## src/rtl/icache_pkg.sv

```systemverilog
// icache_pkg: definitions shared by the instruction cache, the LSB and the
// memory controller.
//   - MEM_* : memory access type encodings driven on the controller type port
//   - icache_state_e : instruction cache controller states
//   - ICACHE_INDEX_BITS : default log2 line count
// Optional build macro: ICACHE_PREFETCH_EN adds the ST_PREFETCH state.
package icache_pkg;

  localparam int ICACHE_INDEX_BITS = 6;

  localparam logic [2:0] MEM_LW  = 3'b000;
  localparam logic [2:0] MEM_LHU = 3'b001;
  localparam logic [2:0] MEM_LBU = 3'b010;
  localparam logic [2:0] MEM_LH  = 3'b101;
  localparam logic [2:0] MEM_LB  = 3'b110;

  typedef enum logic [1:0] {
    ST_IDLE     = 2'd0,
    ST_MISS     = 2'd1,
`ifdef ICACHE_PREFETCH_EN
    ST_PREFETCH = 2'd3,
`endif
    ST_RESP     = 2'd2
  } icache_state_e;

endpackage

```

## src/rtl/icache_array.sv

```systemverilog
// icache_array: line storage for the direct-mapped instruction cache.
// One valid bit, one tag and one 32-bit word per line.
// Ports:
//   clk_in, rst_in        clock; asynchronous active-high reset (valid bits only)
//   rd_index              combinational read index
//   rd_valid/rd_tag/rd_data  contents of line rd_index
//   wr_en/wr_index/wr_tag/wr_data  synchronous line fill; sets the valid bit
module icache_array
  import icache_pkg::*;
#(
  parameter int INDEX_BITS = ICACHE_INDEX_BITS,
  parameter int TAG_BITS   = 30 - INDEX_BITS
) (
  input  logic                  clk_in,
  input  logic                  rst_in,
  input  logic [INDEX_BITS-1:0] rd_index,
  output logic                  rd_valid,
  output logic [TAG_BITS-1:0]   rd_tag,
  output logic [31:0]           rd_data,
  input  logic                  wr_en,
  input  logic [INDEX_BITS-1:0] wr_index,
  input  logic [TAG_BITS-1:0]   wr_tag,
  input  logic [31:0]           wr_data
);
  localparam int LINES = 1 << INDEX_BITS;

  logic                valid_reg [LINES];
  logic [TAG_BITS-1:0] tag_mem   [LINES];
  logic [31:0]         data_mem  [LINES];

  // Only the valid bits need resetting; tag and data are don't-care while
  // the line is invalid, so they stay plain (reset-free) storage.
  generate
    for (genvar gi = 0; gi < LINES; gi++) begin : g_valid
      always_ff @(posedge clk_in or posedge rst_in) begin
        if (rst_in) begin
          valid_reg[gi] <= 1'b0;
        end else if (wr_en && (wr_index == INDEX_BITS'(gi))) begin
          valid_reg[gi] <= 1'b1;
        end
      end
    end
  endgenerate

  always_ff @(posedge clk_in) begin
    if (wr_en) begin
      tag_mem[wr_index]  <= wr_tag;
      data_mem[wr_index] <= wr_data;
    end
  end

  assign rd_valid = valid_reg[rd_index];
  assign rd_tag   = tag_mem[rd_index];
  assign rd_data  = data_mem[rd_index];

endmodule

```

## src/rtl/icache.sv

```systemverilog
// icache: direct-mapped, one-word-per-line, read-only instruction cache
// between the fetch unit and the memory controller's icache port.
// Ports:
//   clk_in, rst_in, rdy_in         clock, async active-high reset, global ready
//   fetch_valid, fetch_addr        fetch request (held until inst_ready/flush_in)
//   flush_in                       cancels the outstanding fetch
//   inst_ready, inst_out           one-cycle result pulse and instruction
//   mem_addr/mem_data/mem_r_nw/mem_type/mem_activate  controller request
//   mem_data_in/mem_data_available/mem_block          controller response
// Optional build macro: ICACHE_PREFETCH_EN fetches the next sequential word
// into the cache after every miss when that line is not already present.
module icache
  import icache_pkg::*;
#(
  parameter int INDEX_BITS = ICACHE_INDEX_BITS
) (
  input  logic        clk_in,
  input  logic        rst_in,
  input  logic        rdy_in,
  input  logic        fetch_valid,
  input  logic [31:0] fetch_addr,
  input  logic        flush_in,
  output logic        inst_ready,
  output logic [31:0] inst_out,
  output logic [31:0] mem_addr,
  output logic [31:0] mem_data,
  output logic        mem_r_nw,
  output logic [2:0]  mem_type,
  output logic        mem_activate,
  input  logic [31:0] mem_data_in,
  input  logic        mem_data_available,
  input  logic        mem_block
);
  localparam int TAG_BITS = 30 - INDEX_BITS;

  icache_state_e state_reg, state_next;

  logic [29:0] miss_word_reg;  // word address of the line being filled
  logic        cancel_reg;     // outstanding miss was flushed: fill, no pulse
  logic        inst_ready_reg;
  logic [31:0] inst_out_reg;
  logic [31:0] mem_addr_reg;

  logic [INDEX_BITS-1:0] rd_index;
  logic [TAG_BITS-1:0]   lookup_tag;
  logic                  rd_valid;
  logic [TAG_BITS-1:0]   rd_tag;
  logic [31:0]           rd_data;
  logic                  hit;
  logic                  accept;
  logic                  owned_rsp;
  logic                  fill_en;

  // Byte offset within the word is irrelevant to an instruction fetch.
  logic unused_addr_bits;
  assign unused_addr_bits = ^fetch_addr[1:0];

`ifdef ICACHE_PREFETCH_EN
  logic [29:0] next_word;
  assign next_word = miss_word_reg + 30'd1;
`endif

  // The single read port looks up the fetch address, except in RESP where it
  // probes the sequential successor to decide whether to prefetch.
  always_comb begin
    rd_index   = fetch_addr[INDEX_BITS+1:2];
    lookup_tag = fetch_addr[31:INDEX_BITS+2];
`ifdef ICACHE_PREFETCH_EN
    if (state_reg == ST_RESP) begin
      rd_index   = next_word[INDEX_BITS-1:0];
      lookup_tag = next_word[29:INDEX_BITS];
    end
`endif
  end

  assign hit       = rd_valid && (rd_tag == lookup_tag);
  // While inst_ready is high the fetch unit is still holding the request it
  // just got answered; accepting it again would answer it twice.
  assign accept    = (state_reg == ST_IDLE) && fetch_valid && !flush_in && !inst_ready_reg;
  // A response is ours only when the LSB is not using the port.
  assign owned_rsp = mem_data_available && !mem_block;
  assign fill_en   = rdy_in && mem_activate && owned_rsp;

  icache_array #(
    .INDEX_BITS (INDEX_BITS),
    .TAG_BITS   (TAG_BITS)
  ) u_array (
    .clk_in   (clk_in),
    .rst_in   (rst_in),
    .rd_index (rd_index),
    .rd_valid (rd_valid),
    .rd_tag   (rd_tag),
    .rd_data  (rd_data),
    .wr_en    (fill_en),
    .wr_index (miss_word_reg[INDEX_BITS-1:0]),
    .wr_tag   (miss_word_reg[29:INDEX_BITS]),
    .wr_data  (mem_data_in)
  );

  // State register
  always_ff @(posedge clk_in or posedge rst_in) begin
    if (rst_in) begin
      state_reg <= ST_IDLE;
    end else if (rdy_in) begin
      state_reg <= state_next;
    end
  end

  // Next-state logic
  always_comb begin
    state_next = state_reg;
    case (state_reg)
      ST_IDLE: begin
        if (accept && !hit) begin
          state_next = ST_MISS;
        end
      end
      ST_MISS: begin
        if (owned_rsp) begin
          state_next = ST_RESP;
        end
      end
      ST_RESP: begin
`ifdef ICACHE_PREFETCH_EN
        state_next = hit ? ST_IDLE : ST_PREFETCH;
`else
        state_next = ST_IDLE;
`endif
      end
`ifdef ICACHE_PREFETCH_EN
      ST_PREFETCH: begin
        if (owned_rsp) begin
          state_next = ST_IDLE;
        end
      end
`endif
      default: state_next = ST_IDLE;
    endcase
  end

  // State-decoded outputs
  always_comb begin
    mem_activate = 1'b0;
    case (state_reg)
      ST_MISS:     mem_activate = 1'b1;
`ifdef ICACHE_PREFETCH_EN
      ST_PREFETCH: mem_activate = 1'b1;
`endif
      default:     mem_activate = 1'b0;
    endcase
  end

  // Result and request registers. inst_ready is raised on the edge that
  // completes the lookup or fill, so it is high during the following cycle
  // (IDLE after a hit, RESP after a miss).
  always_ff @(posedge clk_in or posedge rst_in) begin
    if (rst_in) begin
      inst_ready_reg <= 1'b0;
      inst_out_reg   <= '0;
      mem_addr_reg   <= '0;
      miss_word_reg  <= '0;
      cancel_reg     <= 1'b0;
    end else if (rdy_in) begin
      inst_ready_reg <= 1'b0;
      case (state_reg)
        ST_IDLE: begin
          if (accept) begin
            if (hit) begin
              inst_ready_reg <= 1'b1;
              inst_out_reg   <= rd_data;
            end else begin
              miss_word_reg <= fetch_addr[31:2];
              mem_addr_reg  <= {fetch_addr[31:2], 2'b00};
            end
          end
        end
        ST_MISS: begin
          if (flush_in) begin
            cancel_reg <= 1'b1;
          end
          if (owned_rsp && !cancel_reg && !flush_in) begin
            inst_ready_reg <= 1'b1;
            inst_out_reg   <= mem_data_in;
          end
        end
        ST_RESP: begin
          cancel_reg <= 1'b0;
`ifdef ICACHE_PREFETCH_EN
          if (!hit) begin
            miss_word_reg <= next_word;
            mem_addr_reg  <= {next_word, 2'b00};
          end
`endif
        end
        default: ;
      endcase
    end
  end

  assign inst_ready = inst_ready_reg;
  assign inst_out   = inst_out_reg;
  assign mem_addr   = mem_addr_reg;
  assign mem_data   = 32'd0;
  assign mem_r_nw   = 1'b1;
  assign mem_type   = MEM_LW;

endmodule

```

## config.mk

```make
export PLATFORM = sky130hd
export DESIGN_NAME = icache
export DESIGN_NICKNAME = d
export VERILOG_FILES = /design/src/rtl/icache_pkg.sv /design/src/rtl/icache_array.sv /design/src/rtl/icache.sv
export SDC_FILE = /design/constraint.sdc
export NUM_CORES = 2
export LEC_CHECK = 0
export BUFFER_PORTS_ARGS = -buffer_cell sky130_fd_sc_hd__buf_2
export CORE_ASPECT_RATIO = 1.5
export CORE_MARGIN = 3
export CORE_UTILIZATION = 30
export DETAILED_ROUTE_END_ITERATION = 12
export PLACE_DENSITY = 0.51
export SETUP_SLACK_MARGIN = 0.05
export SKIP_LAST_GASP = 1
export SLEW_MARGIN = 10
export SYNTH_ARGS = -nofsm -noshare
export SYNTH_HDL_FRONTEND = slang
export SYNTH_SLANG_ARGS = --single-unit
```

## constraint.sdc

```tcl
create_clock -name clk_in -period 5.8 [get_ports clk_in]
set_clock_uncertainty 0.2 [all_clocks]
set_input_delay 0.58 -clock clk_in [delete_from_list [all_inputs] [get_ports clk_in]]
set_output_delay 0.58 -clock clk_in [all_outputs]
set_load 0.02 [all_outputs]
```

==> results.md <==
- Status: finished clean
- Clock slew at reported path FFs: 60 ps
- Post-CTS sizing: 0
- Hold Vio Cnt, Final: 0
- Critical setup path kind: in2reg
- Clk network pwr share: 0.388
- Hpwl dp: 260,000 µm
- Power density over cell area: 357 mW/mm²
- Maxcap violations: 0
- Initial antenna violation count: 24
- Largest net degree at the start of global routing: 161
- Vias in the first global route: 72,100
- Fmax achieved: 192 MHz
- Max FFs per register: 2,048
- Mapped Area: 0.143 mm²
- DIE AREA: 0.485 mm²
- Int Pwr: 0.0454 W
- Root Buffer: clkbuf_16
- Die Span Y: 852 µm
- Slew @ Worst Pin: 1270 ps
- Final setup fails: 0
- IO Count: 173
- RSZ-0062 raised after global routing: no
- # nets final: 6,820
- Avg Inst Size Synth: 23.1 µm²
- Sequential share of power: 0.538
- Fill count: 43,600
- Switching power: 0.0139 W
- Max Slew Vio Count: 0
- Critical-path maximum fanout: 45
- H-tree levels: 5
- Die width: 570 µm
- Worst skew pair latency: 940 ps
- Minimum clock period: 5210 ps
- Share of synthesized registers carrying an async set or reset: 0.0350
- #FFs+latches synth: 3,714
- ANT nets after route: 0
- Worst path top cell family by delay: simple AND/OR/NAND/NOR gates
- Relative slew slack: 0.155
- CTS buffer count: 341
- Setup Buffers After CTS: 0
- Setup TNS: 0 ps
- Pre-Repair DR Iteration Count: 8
- Tcrit/Tclk final: 0.898
- CP Buf/Inv Count: 7
- Hold Crit Class: in2reg
- Row cnt: 310
- GRT overflow: 0
- Seq/Total Area, Yosys: 0.775
- Combinational share of power: 0.074
- Cell breakdown of the critical path: buf_12, buf_12, buf_4, nor2b_1, nand3_1, a311oi_1, a311o_1, nor3_1, buf_4, xor2_1, buf_4, nand3_1, or4_4, o31ai_4, buf_12, buf_12, mux2_2
- Most used cell, CP: buf_12
- Finished Core Util: 0.349
- Total GRT Usage: 0.185
- Area Growth Syn to Fin: 16.0%
- CP max-delay cell: nor2b_1
- Distinct cells, synth: 83
- Iteration-0 DRC Markers: 7,462
- CTS tree: built
- Synth warn: 0
- Proportion of layout cells with a drive suffix above 1: 0.321
- Ys flop type: edfxtp_1
- Post-DR vias/cell: 5.22
- WL/cell: 34.4 µm
- Startpoint types: input port
- Worst Path Required: 6370 ps
- Clock Tree Buf Depth: 4
- Worst Path Arrival: 5780 ps
- Remaining DRCs: 0
- Sw frac: 0.234
- Leak: 52.4 nW
- Core Region: 0.475 mm²
- First-pass GRT wire length: 620,000 µm
- Port bufs: 132
- Clock sinks: 3,714
- Syn Inst Count: 6,196
- DRT Wirelength: 457,000 µm
- Worst Setup End Kind: flop
- Routability Congestion: 0.790
- Via Count: 69,300
- CP peak stage delay: 850 ps
- Initial core utilization: 0.301
- EDFF count, synth: 3,584
- Max VDD drop: 0.271 mV
## cell type report
type                       count  area [µm²]  share of cell area
antenna                        8        20.0            0.000121
tap                         6240        7810              0.0471
timing repair buffer         540        5240              0.0316
clock inverter               188        2030              0.0122
clock buffer                 425        9130              0.0550
inverter                      13        61.3            0.000370
sequential                  3714      111000               0.669
multi-input combinational   2139       30700               0.185
## final timing paths
| kind | from | endpoint | slack [ps] | cells after the start |
|---|---|---|---|---|
| worst max-delay path | fetch_addr[2] | inst_out[26] | 590 | 17 |
| worst min-delay path | mem_data_in[24] | u_array.data_mem[62][24] | 90 | 2 |
| worst max register to register | u_array.tag_mem[61][0] | inst_out[26] | 870 | 13 |
| worst min register to register | u_array.valid_reg[16] | u_array.valid_reg[16] | 270 | 1 |
| max in group asynchronous | rst_in | miss_word_reg[5] | 3440 | 5 |
| min in group asynchronous | rst_in | miss_word_reg[13] | 590 | 4 |
## cells by family (layout without fill, tap and decap cells)
| family | after synthesis | in the layout | synth area share |
|---|---|---|---|
| flops | 3714 | 3714 | 0.775 |
| mux | 1306 | 1306 | 0.178 |
| simple gates | 508 | 508 | 0.0170 |
| buf+inv | 379 | 1166 | 0.0149 |
| compound gates | 266 | 266 | 0.0137 |
| xor+xnor | 21 | 21 | 0.00129 |
| other cells | 2 | 46 | 0.0000525 |
## worst reg2reg max path, stage by stage (launching register included)
cell and delay, ps:
edfxtp_1 370, mux4_2 480, mux4_2 540, nor2_1 120
a21oi_1 50, a21oi_1 570, buf_4 240, xor2_1 220
nand4_1 160, or4_4 630, o31ai_4 380, buf_12 300
buf_12 190, mux2_2 330
## synth_stat cells (15+ instances only)
cell type,instances,area share
mux4_2,965,0.15
edfxtp_1,3584,0.75
o22ai_1,20,0.00087
a221oi_1,15,0.00092
nor2_1,108,0.0028
mux2_2,97,0.0076
o21ai_0,16,0.00056
dfrtp_1,130,0.023
nand2_1,184,0.0048
nand4_1,21,0.00092
buf_6,27,0.0021
buf_1,27,0.00071
buf_2,104,0.0036
o221ai_1,15,0.00092
mux2i_1,223,0.016
or2_2,69,0.0030
clkbuf_1,116,0.0030
buf_4,84,0.0044
nand3_1,40,0.0014
a21oi_1,41,0.0014
a22oi_1,71,0.0037
nor2b_1,23,0.0010
## metrics by stage
stage	cells	hold WS, ps	setup WS [ps]	cell area (µm²)	power, W
2_1_floorplan	6232	234	1290	143000	0.0345
3_3_place_gp	12600	245	-350	154000	0.0368
3_5_place_dp	12600	248	-296	154000	0.0369
4_1_cts	13300	13.3	694	166000	0.0599
5_1_grt	13300	90.6	463	166000	0.0611
6_report	13300	86.5	592	166000	0.0593
## power groups by stage
stage / clock, W / combinational (W) / sequential [W]
6_report: 0.0230 / 0.00436 / 0.0319
5_1_grt: 0.0244 / 0.00466 / 0.0320
4_1_cts: 0.0235 / 0.00441 / 0.0320
3_5_place_dp: 0 / 0.00439 / 0.0325
3_3_place_gp: 0 / 0.00430 / 0.0325
2_1_floorplan: 0 / 0.00186 / 0.0327
## what timing repair did
action                                  CTS  global route
endpoints found under the hold margin   102             0
hold buffers                             30             0
endpoints found under the setup margin    0             0
## per-layer routing
layer	vias up	global-route usage	share of wire
met5	-	0	0.00014
met3	705	0.0235	0.053
li1	27300	-	-
met2	2520	0.337	0.53
met1	38800	0.221	0.37
met4	10	0.0705	0.043
## layout by cell type, fill, tap and decap left out, drive strengths merged, types with 8 or more instances in the layout
| cell type | instances |
|---|---|
| a21oi | 41 |
| a221oi | 17 |
| a22oi | 71 |
| a31oi | 12 |
| and2 | 9 |
| buf | 510 |
| bufinv | 39 |
| clkbuf | 425 |
| clkinv | 121 |
| clkinvlp | 19 |
| conb | 38 |
| dfrtp | 130 |
| diode | 8 |
| dlygate4sd3 | 30 |
| edfxtp | 3584 |
| inv | 22 |
| mux2 | 106 |
| mux2i | 223 |
| mux4 | 977 |
| nand2 | 184 |
| nand2b | 11 |
| nand3 | 40 |
| nand4 | 21 |
| nor2 | 108 |
| nor2b | 23 |
| nor3 | 8 |
| nor4 | 8 |
| o211ai | 14 |
| o21ai | 16 |
| o221ai | 15 |
| o22ai | 20 |
| or2 | 69 |
| xnor2 | 14 |
No activity file was read; power rests on OpenSTA's default activity.
